File: config.mk
export PLATFORM = sky130hd
export DESIGN_NAME = common_pipe_bufferf
export DESIGN_NICKNAME = d
export VERILOG_FILES = /design/src/rtl/common_pipe_bufferf_pkg.sv /design/src/rtl/common_pipe_bufferf_dff.sv /design/src/rtl/common_pipe_bufferf_dffe.sv /design/src/rtl/common_pipe_bufferf.sv
export SDC_FILE = /design/constraint.sdc
export NUM_CORES = 1
export LEC_CHECK = 0
export CORE_AREA = 2 2 39 41
export CTS_BUF_LIST = sky130_fd_sc_hd__clkbuf_16
export CTS_CLUSTER_DIAMETER = 120
export DETAILED_ROUTE_END_ITERATION = 16
export DIE_AREA = 0 0 41 43
export PLACE_DENSITY = 0.54
export SYNTH_ARGS = -nofsm -noshare
export SYNTH_HDL_FRONTEND = slang
export SYNTH_SLANG_ARGS = --single-unit
File: constraint.sdc
create_clock -name clk -period 2.1 [get_ports clk]
set_input_delay 0.42 -clock clk [delete_from_list [all_inputs] [get_ports clk]]
set_output_delay 0.42 -clock clk [all_outputs]
set_load 0.02 [all_outputs]
File: src/rtl/common_pipe_bufferf_pkg.sv
// Shared types for the flushable registered pipe buffer: state encoding and
// the per-cycle handshake summary.
package common_pipe_bufferf_pkg;

  typedef enum logic [1:0] {
    ST_EMPTY = 2'b00,
    ST_HALF  = 2'b01,
    ST_FULL  = 2'b10
  } state_e;

  typedef struct packed {
    logic push;
    logic pop;
  } xfer_t;

  // 2'b11 is unreachable; fold it onto EMPTY so a corrupted flop self-heals.
  function automatic state_e state_decode(input logic [1:0] raw);
    case (raw)
      2'b01:   return ST_HALF;
      2'b10:   return ST_FULL;
      default: return ST_EMPTY;
    endcase
  endfunction

endpackage

File: src/rtl/common_pipe_bufferf_dff.sv
// Plain register cell with synchronous active-low reset.
module common_pipe_bufferf_dff #(
  parameter int               WIDTH   = 1,
  parameter logic [WIDTH-1:0] RST_VAL = '0
) (
  input  logic             clk,
  input  logic             reset,
  input  logic [WIDTH-1:0] d,
  output logic [WIDTH-1:0] q
);

  always_ff @(posedge clk) begin
    if (!reset) q <= RST_VAL;
    else        q <= d;
  end

endmodule

File: src/rtl/common_pipe_bufferf_dffe.sv
// Load-enable register cell with synchronous active-low reset.
module common_pipe_bufferf_dffe #(
  parameter int               WIDTH   = 1,
  parameter logic [WIDTH-1:0] RST_VAL = '0
) (
  input  logic             clk,
  input  logic             reset,
  input  logic             en,
  input  logic [WIDTH-1:0] d,
  output logic [WIDTH-1:0] q
);

  always_ff @(posedge clk) begin
    if (!reset)  q <= RST_VAL;
    else if (en) q <= d;
  end

endmodule

File: src/rtl/common_pipe_bufferf.sv
// Two-entry fully registered pipe buffer with flush: every output comes
// straight from a flop, so neither valid nor ready paths cross the stage.
module common_pipe_bufferf
  import common_pipe_bufferf_pkg::*;
#(
  parameter int BUFFER_WIDTH = 1
) (
  input  logic                    clk,
  input  logic                    reset,
  input  logic                    flush,
  input  logic [BUFFER_WIDTH-1:0] prev_i_data,
  input  logic                    prev_i_valid,
  output logic                    prev_o_ready,
  output logic [BUFFER_WIDTH-1:0] next_o_data,
  output logic                    next_o_valid,
  input  logic                    next_i_ready
);

  logic [1:0]              state_raw;
  logic [1:0]              state_d;
  state_e                  state;
  state_e                  state_nxt;
  logic                    flush_q;
  logic [BUFFER_WIDTH-1:0] out_q;
  logic [BUFFER_WIDTH-1:0] out_d;
  logic [BUFFER_WIDTH-1:0] skid_q;
  logic                    out_en;
  logic                    skid_en;
  xfer_t                   xfer;

  assign state        = state_decode(state_raw);
  // flush_q holds ready low one extra cycle so a stale upstream valid
  // from the flush cycle is never captured.
  assign prev_o_ready = (state != ST_FULL) & ~flush_q;
  assign next_o_valid = (state != ST_EMPTY);
  assign next_o_data  = out_q;

  assign xfer = '{push: prev_i_valid & prev_o_ready & ~flush,
                  pop:  next_o_valid & next_i_ready & ~flush};

  always_comb begin
    state_nxt = state;
    out_en    = 1'b0;
    skid_en   = 1'b0;
    out_d     = prev_i_data;
    if (flush) begin
      state_nxt = ST_EMPTY;
    end else begin
      case (state)
        ST_EMPTY: begin
          if (xfer.push) begin
            state_nxt = ST_HALF;
            out_en    = 1'b1;
          end
        end
        ST_HALF: begin
          case ({xfer.push, xfer.pop})
            2'b11: out_en = 1'b1;
            2'b10: begin
              state_nxt = ST_FULL;
              skid_en   = 1'b1;
            end
            2'b01:   state_nxt = ST_EMPTY;
            default: state_nxt = ST_HALF;
          endcase
        end
        ST_FULL: begin
          // Skid entry is always older than anything upstream; promote it.
          if (xfer.pop) begin
            state_nxt = ST_HALF;
            out_en    = 1'b1;
            out_d     = skid_q;
          end
        end
        default: state_nxt = ST_EMPTY;
      endcase
    end
  end

  assign state_d = state_nxt;

  common_pipe_bufferf_dff #(.WIDTH(2), .RST_VAL(2'b00)) u_state (
    .clk   (clk),
    .reset (reset),
    .d     (state_d),
    .q     (state_raw)
  );

  common_pipe_bufferf_dff #(.WIDTH(1), .RST_VAL(1'b0)) u_flush (
    .clk   (clk),
    .reset (reset),
    .d     (flush),
    .q     (flush_q)
  );

  common_pipe_bufferf_dffe #(.WIDTH(BUFFER_WIDTH), .RST_VAL('0)) u_out (
    .clk   (clk),
    .reset (reset),
    .en    (out_en),
    .d     (out_d),
    .q     (out_q)
  );

  common_pipe_bufferf_dffe #(.WIDTH(BUFFER_WIDTH), .RST_VAL('0)) u_skid (
    .clk   (clk),
    .reset (reset),
    .en    (skid_en),
    .d     (prev_i_data),
    .q     (skid_q)
  );

endmodule

After elaboration in Yosys (flattened, before gate mapping)
Cells that the tools add are included.
{ "totals": {"ff_bits": 5, "in_bits": 6, "out_inout_bits": 3} }
{ "classes": {"eq_ne": 8, "n_mux": 16, "bitwise_logic": 8, "n_reduce_logical": 3} }
{ "ops": {"columns": ["op", "count"], "rows": [
  ["2-bit one-hot mux with 3 select lines", 2],
  ["1-bit two-way mux", 10],
  ["2-bit == test, second input constant", 4],
  ["2-bit by 1-bit == test with 1-bit output, second input constant", 3],
  ["1-bit AND", 5],
  ["2-bit two-way mux", 2],
  ["2-bit one-hot mux with 2 select lines", 1],
  ["1-bit NOT", 3],
  ["1-bit one-hot mux with 3 select lines", 1],
  ["2-bit zero test", 1],
  ["2-bit != test, second input constant", 1],
  ["2-bit nonzero test", 1],
  ["2-bit OR reduction", 1]
]} }

Logic depth before layout (Yosys ltp)
Gate-level depths: netlist (run 1).
{ "logic_depth": {"depth_word": 10, "mapped_depth": 9, "mapped_depth_nobuf": 9} }

By module
A second synthesis (run 1) with hierarchy kept.
{ "hier_totals": {"cells_unflattened": 44, "hier_area_um2": 399.1} }
{ "by_module_without_submodules": {"columns": ["module", "n_inst", "cells_per_inst", "area_each_um2", "seq_area_each_um2"], "rows": [
  ["common_pipe_bufferf", 1, 32, 247.7, 0.0],
  ["common_pipe_bufferf_dffe", 2, 3, 36.3, 20.0],
  ["common_pipe_bufferf_dff at u_state", 1, 4, 52.6, 40.0],
  ["common_pipe_bufferf_dff at u_flush", 1, 2, 26.3, 20.0]
]} }

Worst setup path after synthesis (run 1)
Ideal clock, no wire load.
{ "synth_path": {"kind": "reg2reg", "start": "register u_state.q[0]", "end": "register u_out.q", "setup_ns": 0.122, "t_arrival_ns": 1.689, "required_ns": 1.978, "slack_ns": 0.290, "stages_incl_launch_ff": 6, "path_cell_list": "dfxtp_1 > inv_1 > ha_1 > nor4bb_4 > mux2_4 > o311a_1"} }
{ "synth_between": {"elab_chain_cells": 10, "word_cells_on_any_way": 22} }
{ "synth_rtl": {"columns": ["item", "line", "rtl"], "rows": [
  ["start: declaration", "common_pipe_bufferf_dff.sv:9", "output logic [WIDTH-1:0] q"],
  ["start signal: assignment", "common_pipe_bufferf_dff.sv:13", "if (!reset) q <= RST_VAL;"],
  ["start signal: assignment", "common_pipe_bufferf_dff.sv:14", "else q <= d;"],
  ["2-bit == test / 2-bit by 1-bit == test with 1-bit output (equally long branches)", "common_pipe_bufferf_pkg.sv:18", "case (raw)"],
  ["2-bit one-hot mux with 2 select lines (*)", "common_pipe_bufferf_pkg.sv:18", null],
  ["2-bit != test", "common_pipe_bufferf.sv:34", "assign prev_o_ready = (state != ST_FULL) & ~flush_q;"],
  ["1-bit AND", "common_pipe_bufferf.sv:34", null],
  ["1-bit AND (2 in a row)", "common_pipe_bufferf.sv:38", "assign xfer = '{push: prev_i_valid & prev_o_ready & ~flush,"],
  ["2-bit == test", "common_pipe_bufferf.sv:57", "case ({xfer.push, xfer.pop})"],
  ["1-bit two-way mux", "common_pipe_bufferf.sv:57", null],
  ["1-bit one-hot mux with 3 select lines", "common_pipe_bufferf.sv:49", "case (state)"],
  ["1-bit two-way mux", "common_pipe_bufferf.sv:46", "if (flush) begin"],
  ["end signal: assignment", "common_pipe_bufferf_dffe.sv:14", "if (!reset) q <= RST_VAL;"],
  ["end signal: assignment", "common_pipe_bufferf_dffe.sv:15", "else if (en) q <= d;"],
  ["end: declaration", "common_pipe_bufferf_dffe.sv:10", "output logic [WIDTH-1:0] q"]
]} }
Mark *: on every way between the ends. The rest lies on a longest branch, timed or not.
A chain may end at the register's enable or synchronous reset.

Worst setup path in the final report (run 1)
{ "layout_path": {"start": "input flush", "end": "register u_out.q"} }
{ "layout_between": {"elab_chain_cells": 6, "word_cells_on_any_way": 12} }
{ "layout_rtl": {"columns": ["item", "line", "rtl"], "rows": [
  ["start: declaration", "common_pipe_bufferf.sv:10", "input logic flush,"],
  ["1-bit NOT", "common_pipe_bufferf.sv:38, common_pipe_bufferf.sv:39", null],
  ["1-bit AND (on tied branches)", "common_pipe_bufferf.sv:39, common_pipe_bufferf.sv:38", null],
  ["2-bit == test", "common_pipe_bufferf.sv:57", null],
  ["1-bit two-way mux", "common_pipe_bufferf.sv:57", null],
  ["1-bit one-hot mux with 3 select lines", "common_pipe_bufferf.sv:49", null],
  ["1-bit two-way mux", "common_pipe_bufferf.sv:46", null]
]} }
Several ways; a longest one is shown, not always the timed one.

==> results of run 1 <==
-- layer usage --
layer	track usage, %	share of wire (%)	vias to the layer above
met5	0	0	-
met2	14.1	43	12
met3	3.66	8.8	4
met4	14.0	4.9	0
met1	11.5	43	135
li1	-	-	164
-- critical path: cells and delay by family --
kind            cells  cell delay [ns]
mux                 1             0.33
simple gates        1             0.37
buf+inv             1             0.55
compound gates      1             0.28
-- per-stage QoR --
| step | area [sq um] | util [%] | std cells |
|---|---|---|---|
| final | 594 | 42.9 | 70 |
| after global routing | 594 | 42.9 | 70 |
| after CTS | 589 | 42.6 | 70 |
| after detailed placement | 508 | 36.7 | 66 |
| after global placement | 508 | 36.7 | 66 |
| after floorplan | 378 | - | 38 |
-- final cells by class --
| cell class | instances | area, sq um | area share [%] |
|---|---|---|---|
| Inverter | 5 | 18.8 | 3.16 |
| Multi-Input combinational cell | 28 | 262 | 44.0 |
| Clock inverter | 1 | 3.75 | 0.632 |
| Clock buffer | 3 | 75.1 | 12.6 |
| Sequential cell | 5 | 100 | 16.8 |
| Timing Repair Buffer | 12 | 115 | 19.4 |
| Tap cell | 16 | 20.0 | 3.37 |
-- power by group --
group          internal [W]  leakage [nW]  switching, W  total [W]
clock network      0.000246        0.0423     0.0000578   0.000304
registers         0.0000985        0.0407    0.00000185   0.000100
logic             0.0000271         0.195     0.0000198  0.0000469
total              0.000372         0.278     0.0000794   0.000451
-- cell usage in the layout (no fill, tap or decap), types with 2 or more instances in the layout --
master	Yosys	layout
inv_1	5	6
clkdlybuf4s50_1	0	6
dfxtp_1	5	5
a21oi_1	4	4
ha_1	5	4
buf_4	0	4
clkbuf_16	0	3
nor2_1	2	2
nor2b_1	2	2
nand2_1	2	2
dlymetal6s2s_1	0	2
-- final timing paths --
kind | startpoint | to | slack [ns] | depth (start not counted)
max | flush | u_out.q | 0.26 | 4
min | u_skid.q | u_skid.q | 0.51 | 2
max reg2reg | u_state.q[0] | u_out.q | 0.29 | 5
min reg2reg | u_skid.q | u_skid.q | 0.51 | 2
-- cell families after synthesis --
group                    synth area share, %
AND/OR/NAND/NOR                         28.8
AO/OA/AOI/OAI                           16.6
buffers and inverters                   4.97
adder cells (fa/ha/maj)                 16.6
flip-flops                              26.5
multiplexers                            6.62
-- registers in the layout, indices dropped and copies added, names as in the netlist --
register   cells
u_out.q        1
u_skid.q       1
u_flush.q      1
u_state.q      2
-- timing repair --
| action | 4_1_cts | 5_1_grt |
|---|---|---|
| endpoints found under the setup margin | 1 | 2 |
| resized for setup | 1 | 2 |
| pin swaps | 0 | 0 |
==> run_results.csv, run 1 <==
group,metric,value,unit
floorplanning,die_w,41,microns
critical_path,slowest_stage,"clkdlybuf4s50_1",
final_layout,area_growth,57.3,%
timing,timing.final.crit_share,87.7,%
clocking,insertion_delay,0.23,ns
clocking,cts_hold_buf,0,
logic_synthesis,synth_nets,49,
clocking,cts_root_buffer,"clkbuf_16",
logic_synthesis,synth-edff-count,0,
clocking,postCtsSetupRepairBufs,0,
power_and_ir_drop,total_power,0.000451,W
worst_hold_path,hold_path_class,"flip-flop to flip-flop",
logic_synthesis,yosys.area.top_type,"dfxtp_1",
logic_synthesis,synth_cell_types,20,
critical_path,slowest_delay,0.55,ns
place,place_hpwl,556,microns
timing,tightest_slew,0.304,ns
global_routing,overflow,0,
logic_synthesis,ys_ff_latch,5,
critical_path,crit_path_end_kind,"flip-flop",
global_routing,grt.total_usage,10.9,%
logic_synthesis,synth_common_cells,"5 x dfxtp_1, 5 x ha_1, 5 x inv_1",
logic_synthesis,netlist_instances,38,
critical_path,cp_cell_sequence,"clkdlybuf4s50_1 -> nor4bb_4 -> mux2_4 -> o311a_1",
critical_path,crit_type,"input pin to flip-flop",
timing,relSlewSlack,79.7,%
place,port_buffers,8,
clocking,htreeDepth,1,
run,maxCapViolCount,0,
final_layout,layout-drive-gt1-share,27.8,%
floorplanning,placement_rows,14,
floorplanning,die_h,43,microns
logic_synthesis,yosysWarnings,0,
timing,fin_crit,1.84,ns
route,routed-via-count,315,
clocking,numClockSinks,5,
clocking,cts_tree,"done",
place,post-place-ws,0.0218,ns
global_routing,grt_max_degree,7,
global_routing,grt_pass1_wl,1190,microns
clocking,clock_path_buffers,2,
logic_synthesis,syn_area_per_cell,9.94,sq um
timing,hold_violations,0,
timing,rsz0062_at_grt,"false",
floorplanning,core-area,1380,sq um
floorplanning,start_util,27.3,%
power_and_ir_drop,ir_drop,0.405,mV
global_routing,first_global_vias,317,
clocking,cts_buffers,3,
place,gp_congestion,0.686,
status,status,"complete, no violations",
logic_synthesis,synth_flop_cell,"dfxtp_1",
final_layout,antenna_cells,0,
timing,finalClockSkew,0.00144,ns
floorplanning,die_area,1760,sq um
power_and_ir_drop,leakagePower,0.278,nW
timing,tns,0,ns
global_routing,antenna_found_initial,0,
route,drtIter0Drc,1,
critical_path,critPathRequiredTime,2.21,ns
route,ant_nets,0,
logic_synthesis,yosysTopAreaCellShare,26.5,%
final_layout,fill_cells,138,
logic_synthesis,syn_area,378,sq um
route,dr.pass1.iters,2,
timing,max_freq,0.543,GHz
route,avgRoutedWirePerCell,9.90,microns
power_and_ir_drop,power_density,759,nW/um^2
critical_path,arrival,1.95,ns
logic_synthesis,synth_top_cells_by_area,"dfxtp_1 26%, ha_1 17%, nor4bb_4 6.6%",
route,via_per_inst,4.50,
logic_synthesis,yosysSeqAreaShare,26.5,%
clocking,path_clk_slew,0.03,ns
critical_path,startpoint_type,"input pin",
critical_path,cp_max_fo,4,
route,wl,693,microns
route,drc,0,
timing,setup_ws,0.259,ns
floorplanning,io_pins,9,
final_layout,final_nets,66,
timing,setup_viol,0,
timing,whs,0.511,ns
timing,finalMaxSlewViolations,0,
logic_synthesis,async_flop_share,0,%
(Power assumes the default switching activity.)
==> run 2, diff against run 1 <==
--- a/config.mk
+++ b/config.mk
@@ -5,12 +5,14 @@
 export SDC_FILE = /design/constraint.sdc
 export NUM_CORES = 1
 export LEC_CHECK = 0
+export ABC_AREA = 1
 export CORE_AREA = 2 2 39 41
 export CTS_BUF_LIST = sky130_fd_sc_hd__clkbuf_16
 export CTS_CLUSTER_DIAMETER = 120
 export DETAILED_ROUTE_END_ITERATION = 16
 export DIE_AREA = 0 0 41 43
-export PLACE_DENSITY = 0.54
+export PLACE_DENSITY = 0.53
+export SETUP_SLACK_MARGIN = 0.2
 export SYNTH_ARGS = -nofsm -noshare
 export SYNTH_HDL_FRONTEND = slang
 export SYNTH_SLANG_ARGS = --single-unit
==> run 2 against run 1 <==
Die area unchanged. Clock-buffer cell count unchanged. Synthesized cell count increased by 47%. Hold slack lost 0.056 ns. Wire length rose by 13%. Cell area fell by 7.8%. Maximum frequency up 2.6%. Combinational power is 12% lower. Critical endpoint is now prev_o_ready. Largest power group unchanged. Highest routed layer is now met3.
==> run_results.csv, run 2 <==
group,metric,value,unit
logic_synthesis,syn_area,369,sq um
critical_path,startpoint_type,"flip-flop",
global_routing,overflow,0,
place,place_hpwl,590,microns
logic_synthesis,yosysWarnings,0,
route,dr.pass1.iters,2,
clocking,path_clk_slew,0.03,ns
timing,tns,0,ns
timing,rsz0062_at_grt,"false",
final_layout,layout-drive-gt1-share,10.3,%
global_routing,grt_max_degree,6,
timing,max_freq,0.558,GHz
route,routed.top_layer,"met3",
floorplanning,die_area,1760,sq um
final_layout,top_register,"u_state.q",
clocking,clock_path_buffers,2,
clocking,numClockSinks,5,
final_layout,mostFrequentLayoutCells,"14 x inv_1, 14 x nand2_1, 6 x clkdlybuf4s50_1",
clocking,postCtsSetupRepairBufs,0,
final_layout,largest_register_ffs,2,
clocking,cts_tree,"done",
floorplanning,io_pins,9,
logic_synthesis,ys_ff_latch,5,
global_routing,antenna_found_initial,0,
logic_synthesis,synth_common_cells,"14 x nand2_1, 13 x inv_1, 5 x dfxtp_1, 5 x ha_1",
timing,fin_crit,1.79,ns
route,wl,782,microns
logic_synthesis,netlist_instances,56,
critical_path,critPathRequiredTime,1.68,ns
logic_synthesis,yosys.area.top_type,"dfxtp_1",
logic_synthesis,yosysMostFrequentCell,"nand2_1",
global_routing,grt.total_usage,13.0,%
clocking,cts_root_buffer,"clkbuf_16",
timing,finalMaxSlewViolations,0,
power_and_ir_drop,power_density,822,nW/um^2
critical_path,cp_max_fo,5,
logic_synthesis,synth_flop_cell,"dfxtp_1",
final_layout,fill_cells,160,
status,status,"complete, no violations",
final_layout,layout.cells.non_filler,84,
timing,timing.final.crit_share,85.4,%
timing,tightest_slew,0.219,ns
timing,finalClockSkew,0.000416,ns
clocking,htreeDepth,1,
route,ant_nets,0,
final_layout,area_growth,48.5,%
power_and_ir_drop,leakagePower,0.280,nW
logic_synthesis,synth_top_cells_by_area,"dfxtp_1 27%, ha_1 17%, nand2_1 14%",
critical_path,crit_type,"flip-flop to primary output",
logic_synthesis,async_flop_share,0,%
timing,hold_violations,0,
run,maxCapViolCount,0,
route,drtIter0Drc,1,
floorplanning,start_util,26.7,%
logic_synthesis,yosysSeqAreaShare,27.1,%
floorplanning,die_h,43,microns
final_layout,multi_input_area,223,sq um
route,routed-via-count,351,
route,dr_wl_met3,54,microns
power_and_ir_drop,total_power,0.000450,W
critical_path,crit_path_end_kind,"primary output",
place,port_buffers,8,
logic_synthesis,synth-edff-count,0,
final_layout,ff_latch_area,100,sq um
route,drc,0,
place,dp_cells,80,
clocking,cts_buffers,3,
route,wl_met2,373,microns
floorplanning,placement_rows,14,
logic_synthesis,yosysTopAreaCellShare,27.1,%
floorplanning,die_w,41,microns
global_routing,first_global_vias,352,
place,gp_congestion,0.696,
timing,relSlewSlack,85.4,%
logic_synthesis,syn_area_per_cell,6.59,sq um
route,via_per_inst,4.18,
critical_path,arrival,1.37,ns
final_layout,final_nets,80,
route,wl_met1,354,microns
final_layout,antenna_cells,0,
route,avgRoutedWirePerCell,9.31,microns
floorplanning,core-area,1380,sq um
clocking,insertion_delay,0.23,ns
global_routing,grt_pass1_wl,1410,microns
logic_synthesis,synth_cell_types,14,
power_and_ir_drop,ir_drop,0.635,mV
worst_hold_path,hold_path_class,"flip-flop to flip-flop",
logic_synthesis,synth_nets,67,
timing,setup_viol,0,
==> run 2: cell types whose count changed in the layout (fill, tap and decap cells not counted), sizes merged, moves of 3 or more <==
cell	change
nand2	+12
buf	-4
inv	+8
nor2	+3
nand3	+5
==> run 2: repair_timing <==
| item | 4_1_cts | 5_1_grt |
|---|---|---|
| gates resized for setup | 2 | 1 |
| endpoints found under the setup margin | 2 | 3 |
| hold buffers | 0 | 0 |
==> run 2: layout make-up <==
class	count	share of cell area, %
Clock buffer	3	13.7
Clock inverter	1	0.685
Multi-Input combinational cell	38	40.6
Timing Repair Buffer	8	14.2
Sequential cell	5	18.3
Inverter	13	8.90
Tap cell	16	3.65
==> run 2: stage by stage <==
stage | hold slack, ns | worst slack, ns | cell area, sq um | util, %
5_1_grt | 0.516 | 0.203 | 548 | 39.6
4_1_cts | 0.454 | 0.253 | 546 | 39.4
2_1_floorplan | 0.429 | 0.409 | 369 | -
3_3_place_gp | 0.449 | 0.122 | 469 | 33.9
6_report | 0.455 | 0.306 | 548 | 39.6
3_5_place_dp | 0.450 | 0.131 | 469 | 33.9
==> run 2: cell families (layout without fill, tap and decap cells) <==
| logic type | Yosys count | count (layout) | share of synthesized area [%] |
|---|---|---|---|
| fa+ha+maj | 5 | 5 | 16.9 |
| compound gates | 8 | 8 | 12.2 |
| simple gates | 25 | 25 | 30.5 |
| buf+inv | 13 | 25 | 13.2 |
| flops | 5 | 5 | 27.1 |
==> run 2: power by group <==
part           total (W)  switching (W)  leakage [nW]  internal [W]
Combinational  0.0000412      0.0000215         0.197     0.0000197
Clock           0.000309      0.0000628        0.0423      0.000247
Sequential     0.0000998     0.00000140        0.0407     0.0000984
Total           0.000450      0.0000857         0.280      0.000365
==> run 2: metal layers <==
metal,global-route usage (%),vias up
li1,-,195
met2,18.1,8
met3,9.42,0
met5,0,-
met1,13.2,148
met4,8.00,0
==> run 2: worst paths after layout <==
check / cells past startpoint / to / slack [ns] / start
worst max-delay path: 4 / prev_o_ready / 0.31 / u_state.q[0]
worst max register to register: 8 / u_state.q[0] / 0.34 / u_state.q[0]
worst min register to register: 2 / u_skid.q / 0.45 / u_skid.q
worst min-delay path: 2 / u_skid.q / 0.45 / u_skid.q
==> run 2: worst max-delay path: stages (launching register included) <==
cell           delay [ns]
dfxtp_1              0.32
inv_1                0.06
ha_1                 0.26
nor2_1               0.16
dlygate4sd2_1        0.35
==> run 3, diff against run 2 <==
--- a/config.mk
+++ b/config.mk
@@ -16,3 +16,4 @@
 export SYNTH_ARGS = -nofsm -noshare
 export SYNTH_HDL_FRONTEND = slang
 export SYNTH_SLANG_ARGS = --single-unit
+export TNS_END_PERCENT = 1
==> run 3 against run 2 <==
Clock power hardly changed. Sequential power barely moved. Hold slack got worse by 0.00051 ns. Critical path depth grew 4. Die area is the same. Setup slack worse by 0.032 ns. Non-clock buffer count did not move. Flip-flop and latch count unchanged. Clock skew hardly changed. First-iteration DRC count increased by 100%. Largest power group unchanged.
==> run_results.csv, run 3 (synthesis gave the netlist of run 2 again) <==
group,metric,value,unit
status,status,"complete, no violations",
final_layout,layout-drive-gt1-share,8.82,%
critical_path,cp_max_fo,5,
final_layout,fill_cells,158,
global_routing,antenna_found_initial,0,
worst_hold_path,hold_path_class,"flip-flop to flip-flop",
timing,setup_viol,0,
clocking,path_clk_slew,0.03,ns
critical_path,critPathRequiredTime,2.22,ns
critical_path,crit_path_end_kind,"flip-flop",
timing,relSlewSlack,85.1,%
global_routing,grt.total_usage,13.0,%
critical_path,crit_type,"flip-flop to flip-flop",
final_layout,fin_area,549,sq um
timing,finalClockSkew,0.000418,ns
final_layout,area_growth,48.8,%
floorplanning,die_area,1760,sq um
final_layout,antenna_cells,0,
floorplanning,die_h,43,microns
clocking,insertion_delay,0.23,ns
clocking,htreeDepth,1,
power_and_ir_drop,power_density,820,nW/um^2
global_routing,first_global_vias,352,
floorplanning,placement_rows,14,
floorplanning,io_pins,9,
timing,finalMaxSlewViolations,0,
final_layout,ff_latch_area,100,sq um
route,avgRoutedWirePerCell,9.39,microns
global_routing,grt_max_degree,6,
route,drc,0,
timing,tns,0,ns
final_layout,mostFrequentLayoutCells,"14 x inv_1, 14 x nand2_1, 6 x clkdlybuf4s50_1",
final_layout,multi_input_area,220,sq um
route,drtIter0Drc,2,
critical_path,startpoint_type,"flip-flop",
clocking,numClockSinks,5,
route,routed-via-count,348,
route,dr.pass1.iters,2,
timing,hold_violations,0,
route,via_per_inst,4.14,
clocking,cts_buffers,3,
timing,tightest_slew,0.224,ns
timing,rsz0062_at_grt,"true",
floorplanning,core-area,1380,sq um
timing,fin_crit,1.83,ns
global_routing,overflow,0,
place,place_area,469,sq um
critical_path,arrival,1.94,ns
run,maxCapViolCount,0,
route,ant_nets,0,
floorplanning,die_w,41,microns
final_layout,final_nets,80,
final_layout,largest_register_ffs,2,
place,place_hpwl,590,microns
floorplanning,start_util,26.7,%
clocking,cts_root_buffer,"clkbuf_16",
power_and_ir_drop,leakagePower,0.294,nW
route,wl,789,microns
global_routing,grt_pass1_wl,1410,microns
place,gp_congestion,0.696,
final_layout,top_register,"u_state.q",
clocking,clock_path_buffers,2,
clocking,cts_tree,"done",
timing,whs,0.454,ns
power_and_ir_drop,ir_drop,0.635,mV
timing,max_freq,0.548,GHz
timing,timing.final.crit_share,87.0,%
place,port_buffers,8,
## run 3: cell count changes in the layout (fill, tap and decap cells not counted), sizes merged
| cell | delta |
|---|---|
| dlygate4sd2 | -1 |
| dlymetal6s2s | +1 |
## run 3: path summary, 6_finish.rpt
kind | startpoint | slack (ns) | cells past startpoint | to
setup / recovery | u_state.q[0] | 0.27 | 8 | u_state.q[0]
hold / removal | u_skid.q | 0.45 | 2 | u_skid.q
setup reg to reg | u_state.q[0] | 0.27 | 8 | u_state.q[0]
hold reg to reg | u_skid.q | 0.45 | 2 | u_skid.q
## run 3: final cells by class
cell class	count	share of cell area, %
Clock inverter	1	0.683
Clock buffer	3	13.7
Sequential cell	5	18.2
Multi-Input combinational cell	38	40.1
Tap cell	16	3.64
Timing Repair Buffer	8	14.8
Inverter	13	8.88
## run 3: metrics by stage
stage,setup WS [ns],total power (W),utilization [%],std cells
floorplan,0.409,0.000123,-,56
global placement,0.122,0.000144,33.9,80
detailed placement,0.131,0.000144,33.9,80
CTS,0.0259,0.000459,39.5,84
global route,0.138,0.000475,39.7,84
finish,0.274,0.000451,39.7,84
## run 3: per-layer routing
layer	wire, microns	track usage (%)
met4	0	8.00
met2	379	18.1
met3	54	9.42
met5	0	0
met1	355	13.2
## run 3: repair_timing
action	in CTS	in global routing
hold buffers	0	0
setup endpoints to repair	2	4
resized for setup	1	1
setup buffers	0	0
hold endpoints to repair	0	0
## run 3: worst max-delay path, cell delays in order, from the launching register on
cell	delay (ns)
dfxtp_1	0.32
inv_1	0.06
ha_1	0.37
nor2_2	0.19
nand2_1	0.13
ha_1	0.30
o21a_1	0.16
o21bai_1	0.13
inv_1	0.05
## run 3: power by group
| group | internal [W] | switching [W] |
|---|---|---|
| logic | 0.0000199 | 0.0000215 |
| registers | 0.0000984 | 0.00000139 |
| clock network | 0.000247 | 0.0000628 |
